$ cat src/rtl/register_bank_sweep.sv
// Flip-flop register bank with one write port, one registered read port
// and a clear/preset sweep sequencer that fills one word per qualified cycle.
module register_bank_sweep #(
    parameter int NrOfBits  = 8,
    parameter int NrOfWords = 16,
    parameter int AddrBits  = 4
) (
    input  logic                Clock,
    input  logic                Reset,
    input  logic                ClockEnable,
    input  logic                Tick,
    input  logic                we,
    input  logic [AddrBits-1:0] waddr,
    input  logic [NrOfBits-1:0] D,
    input  logic                re,
    input  logic [AddrBits-1:0] raddr,
    input  logic                clr,
    input  logic                pre,
    input  logic                cs,
    output logic [NrOfBits-1:0] Q,
    output logic                Qvalid,
    output logic                busy,
    output logic                done,
    output logic                wr_rej
);

    typedef enum logic {
        IDLE  = 1'b0,
        SWEEP = 1'b1
    } state_t;

    localparam logic [AddrBits-1:0] LastAddr = AddrBits'(NrOfWords - 1);

    state_t                state_q, state_d;
    logic [AddrBits-1:0]   ptr_q, ptr_d;
    logic                  fill_q, fill_d;
    logic                  done_q, done_d;
    logic                  rej_q, rej_d;
    logic [NrOfBits-1:0]   q_q;
    logic                  qvalid_q;
    logic [NrOfBits-1:0]   mem [NrOfWords];

    logic                  qc;
    logic                  wr_en;
    logic [AddrBits-1:0]   wr_addr;
    logic [NrOfBits-1:0]   wr_data;

    assign qc = ClockEnable & Tick;

    always_comb begin
        state_d = state_q;
        ptr_d   = ptr_q;
        fill_d  = fill_q;
        done_d  = 1'b0;
        rej_d   = 1'b0;
        wr_en   = 1'b0;
        wr_addr = waddr;
        wr_data = D;
        if (qc) begin
            unique case (state_q)
                IDLE: begin
                    if (pre | clr) begin
                        state_d = SWEEP;
                        fill_d  = pre;
                        ptr_d   = '0;
                        rej_d   = we;
                    end else begin
                        wr_en = we;
                    end
                end
                SWEEP: begin
                    wr_en   = 1'b1;
                    wr_addr = ptr_q;
                    wr_data = {NrOfBits{fill_q}};
                    rej_d   = we;
                    if (ptr_q == LastAddr) begin
                        state_d = IDLE;
                        ptr_d   = '0;
                        done_d  = 1'b1;
                    end else begin
                        ptr_d = ptr_q + 1'b1;
                    end
                end
            endcase
        end
    end

    // Read uses pre-edge contents, so same-cycle writes are read-first
    always_ff @(posedge Clock) begin
        if (Reset) begin
            state_q  <= IDLE;
            ptr_q    <= '0;
            fill_q   <= 1'b0;
            done_q   <= 1'b0;
            rej_q    <= 1'b0;
            q_q      <= '0;
            qvalid_q <= 1'b0;
            for (int i = 0; i < NrOfWords; i++) begin
                mem[i] <= '0;
            end
        end else begin
            state_q  <= state_d;
            ptr_q    <= ptr_d;
            fill_q   <= fill_d;
            done_q   <= done_d;
            rej_q    <= rej_d;
            qvalid_q <= qc & re;
            if (qc & re) begin
                q_q <= mem[raddr];
            end
            if (wr_en) begin
                mem[wr_addr] <= wr_data;
            end
        end
    end

    assign Q      = cs ? '0 : q_q;
    assign Qvalid = qvalid_q & ~cs;
    assign busy   = (state_q == SWEEP);
    assign done   = done_q;
    assign wr_rej = rej_q;

endmodule

$ cat config.mk
export PLATFORM = sky130hd
export DESIGN_NAME = register_bank_sweep
export DESIGN_NICKNAME = d
export VERILOG_FILES = /design/src/rtl/register_bank_sweep.sv
export SDC_FILE = /design/constraint.sdc
export NUM_CORES = 1
export LEC_CHECK = 0
export BUFFER_PORTS_ARGS = -buffer_cell sky130_fd_sc_hd__buf_2
export CAP_MARGIN = 0
export CORE_ASPECT_RATIO = 0.7
export CORE_MARGIN = 10
export CORE_UTILIZATION = 50
export DETAILED_ROUTE_END_ITERATION = 16
export PLACE_DENSITY = 0.67
export SYNTH_ARGS = -nofsm -noshare
export SYNTH_HDL_FRONTEND = slang
export SYNTH_SLANG_ARGS = --single-unit
$ cat constraint.sdc
create_clock -name Clock -period 2.78 [get_ports Clock]
set_clock_uncertainty 0.05 [all_clocks]
set_input_delay 0.278 -clock Clock [delete_from_list [all_inputs] [get_ports Clock]]
set_output_delay 0.278 -clock Clock [all_outputs]
set_load 0.01 [all_outputs]
======== Word-level counts from Yosys, hierarchy flattened ========
Memories as Yosys holds them, arrays and structs flattened. A register that Yosys moved wholly into a read port is not among the register bits.
Cells that the tools add are included.
cells by class
  add/sub/neg operators ................... 1
  muxes and demuxes ....................... 25
  reduce and logical (&&, ||, !) cells .... 5
  shift-type cells ........................ 0
  order comparisons ....................... 0
  multipliers ............................. 0
  div/mod/pow operators ................... 0
  bitwise gates (word level) .............. 7
  equality and inequality tests ........... 2
operators with widths
  operator                                       count
  2-to-1 mux 8 bit                               4
  2-to-1 mux 4 bit                               5
  2-to-1 mux 1 bit                               12
  one-hot mux 4 bit (2 select lines)             1
  OR reduction 8 bit                             1
  one-hot mux 1 bit (2 select lines)             3
  adder 4 x 1 -> 4 bit (second input constant)   1
  == test 4 bit (second input constant)          1
  bitwise AND 1 bit                              3
  NOT 1 bit                                      3
  AND reduction 3 bit                            1
  OR reduction 3 bit                             1
  inequality test 2 bit (second input constant)  1
  AND reduction 2 bit                            1
  OR reduction 2 bit                             1
  bitwise OR 1 bit                               1
word-level totals
  memories ................................ 1
  RAM bits ................................ 128
  flip-flop bits (word level) ............. 9
  output and inout port bits .............. 12
  word-level logic and storage cells ...... 47
  ROM bits ................................ 0
  latch bits .............................. 0
memory list
  memory  words  width  rd ports  clocked after Yosys merged registers in  write ports  line  source
  mem     16     8      1         1                                        16           41    logic [NrOfBits-1:0] mem [NrOfWords];

======== Longest topological paths before layout ========
  word-level depth ........................ 9
  depth in mapped cells ................... 7
  gate-level depth less buffers ........... 5

======== Worst setup path after synthesis ========
OpenSTA, ideal clock, no wires.
  path kind ............................... input -> register
  from .................................... in pre
  to ...................................... mem mem[8][0] (enable)
  cell stages on the path ................. 5
  setup slack ............................. 0.274 ns
  required time ........................... 2.355 ns
  arrival time ............................ 2.081 ns
  setup time .............................. 0.375 ns
  path through ............................ or3b_1 a211oi_4 nand3b_2 buf_2 o21bai_1
RTL lines
  element             line  source
  start: declaration  18    input logic pre,
  end: declaration    41

==> out/metrics.cfg <==
[routing]
final_antenna_net_count=0
drc_errors=0
vias=4461
wl_per_cell_um=22.32
drt_first_iter_violations=518
dr.pass1.iters=5
drt-vias-per-instance=6.230
finalWirelength_um=15980

[hold_path]
holdPathEnd=wr_rej
worstHoldStart=we
hold_path_class=input pin to flip-flop
worstHoldPathCells=2

[yosys]
ys_seq_elements=145
yosys-top-cells-area=edfxtp_1 58%, mux4_2 11%, nor3_1 9.4%
synth_cell_types=37
avgSynthCellArea_um2=13.82
synth_common_cells=128 x edfxtp_1, 126 x nor3_1, 32 x mux4_2, 25 x clkbuf_1, 17 x dfxtp_1
synth_most_common_cell=edfxtp_1
synth_enable_flop_cells=128
synthCells=483
synth_fp_nets=509
syn_area_mm2=0.006676
synthArstFlopShare_pct=0
synth_ff_type=edfxtp_1
synth_top_area_cell=edfxtp_1
yosys_warnings=0
yosys.area.top_type_share_pct=57.57
seq_area_frac_synth_pct=62.67

[cts]
clkTransAtPathRegs_ns=0.06
h-tree-depth=4
cts-hold-fix-buffers=0
cts.sinks=145
postCtsSetupBuffers=0
clk_path_buf_depth=2
root_buffer=clkbuf_16
clock_latency_ns=0.42
cts_tree=done
cts_buffers=17

[finish]
area_delta_synth_final_pct=17.19
post-route-util_pct=59.75
design_area_mm2=0.007824
n_antenna_cell=0
drive_gt1_share_pct=30.91
nets=563

[setup_path]
critPathKind=flip-flop to flip-flop
worst-r2r-setup-slack_ns=0.32
start_kind=flip-flop
reg2reg_from=busy
worstSetupEndpointType=flip-flop
timing.rr.end=mem[14][4]
required_ns=2.89
arrival_ns=2.58
r2r_cells=5
crit_fanout=21

[timing]
fin_crit_sh_pct=88.65
worstMarginPinSlew_ns=0.6968
holdWs_ns=0.07839
max_slew_margin_pct=53.55
max_freq_ghz=0.4058
setup_tns_ns=0
fin_crit_ns=2.465
layout_setup_ws_ns=0.3154
hold_viol_final=0
drv_slew=0
setup_violations=0
rsz0062_at_grt=no

[placed_design]
io_buffer_count=36
dpl.hpwl_um=10880
gp_congestion=0.8700
place_ws_ns=0.3296
placed_cell_area_mm2=0.007214

[power]
powerDensity_mw_per_mm2=664.4
leakage_nw=2.694
vdd_drop_max_mv=0.4419

[die]
fp.dieW_um=158.1
design.core.area_mm2=0.01309
initial_utilization_pct=50.99
die-height_um=116.7
io_pins=37
num_rows=35
die-area_mm2=0.01845

[grt]
grt_start_max_net_pins=28
antenna_found_initial=0
grt_pass1_wl_um=25100
overflow=0
grt_pass1_vias=4416
gr-usage-all-layers_pct=18.43

[status]
outcome=completed

[run]
maxCapViolCount=0

stage by stage:
step	power, mW	instances
after floorplan	2.750	483
after global placement	2.908	684
after detailed placement	2.919	684
after CTS	5.222	716
after global routing	5.362	716
final	5.198	716
cell type report:
cell class	count	area, um^2
clock buffer	17	425.4
clock inverter	15	181.4
fill	1002	5270
inverter	2	7.507
multi-input combinational	289	2292
sequential	145	4184
tap	166	207.7
timing repair buffer	82	525.5
layer usage:
layer,part of all wire [%],track usage (%)
met4,1.2,6.585
met3,8.8,4.525
met5,0,0
met2,44,26.93
met1,46,26.23
cells by family (layout without fill, tap and decap cells):
group,count (synthesis),in the layout,synth area share [%]
buffers and inverters,49,116,3.036
muxes,47,47,13.23
AOI/OAI and AO/OA,50,50,5.322
adders and majority gates,1,1,0.1874
DFF,145,145,62.67
and+or+nand+nor,191,191,15.55
critical path: stages, from the launching register on:
cell,delay (ns)
dfxtp_1,0.47
nand3_1,0.35
mux2i_1,0.51
or2_2,0.44
buf_4,0.30
nor3_1,0.08
flip-flops by register name (all words and copies together), names as in the netlist:
| name | flops |
|---|---|
| done | 1 |
| wr_rej | 1 |
| ptr_q | 4 |
| q_q | 8 |
| mem | 128 |
| qvalid_q | 1 |
| fill_q | 1 |
| busy | 1 |
placed cells by master (no fill, tap or decap), types with 2 or more instances in the layout:
cell       count
clkbuf_16     17
mux2_2        10
buf_4         46
bufinv_16      3
nor3b_1        2
o21bai_1      16
inv_6          4
inv_1          2
mux2i_1        5
mux4_2        32
a21oi_1       11
edfxtp_1     128
o211ai_1       8
nand4_1        2
clkinv_4       4
clkinv_2       2
nor2_1         8
nand3_2        6
nand3_1        4
buf_2         36
nor3_1       126
nor3_2         4
dfxtp_1       17
a22oi_1       10
nor2b_1       10
nand2_1       11
nand3b_2       2
nand2b_1       9
report_power, final:
part / internal, mW / switching (mW)
clock network: 1.42 / 0.906
registers: 2.44 / 0.0269
logic: 0.159 / 0.250
total: 4.02 / 1.18
worst max-delay path by stage:
stage	startpoint	end	slack, ns	depth (start not counted)
after global placement	busy	mem[3][3]	0.40	5
after floorplan	pre	mem[8][0]	0.27	5
after global routing	busy	mem[4][1]	0.03	5
after CTS	busy	mem[1][6]	0.30	5
after detailed placement	busy	mem[1][0]	0.33	5
final	busy	mem[14][4]	0.32	5
repair_timing:
item	in CTS	in global routing
resized for setup	0	1
endpoints found under the setup margin	0	5
hold endpoints to repair	0	0
No activity file was read; power rests on OpenSTA's default activity.
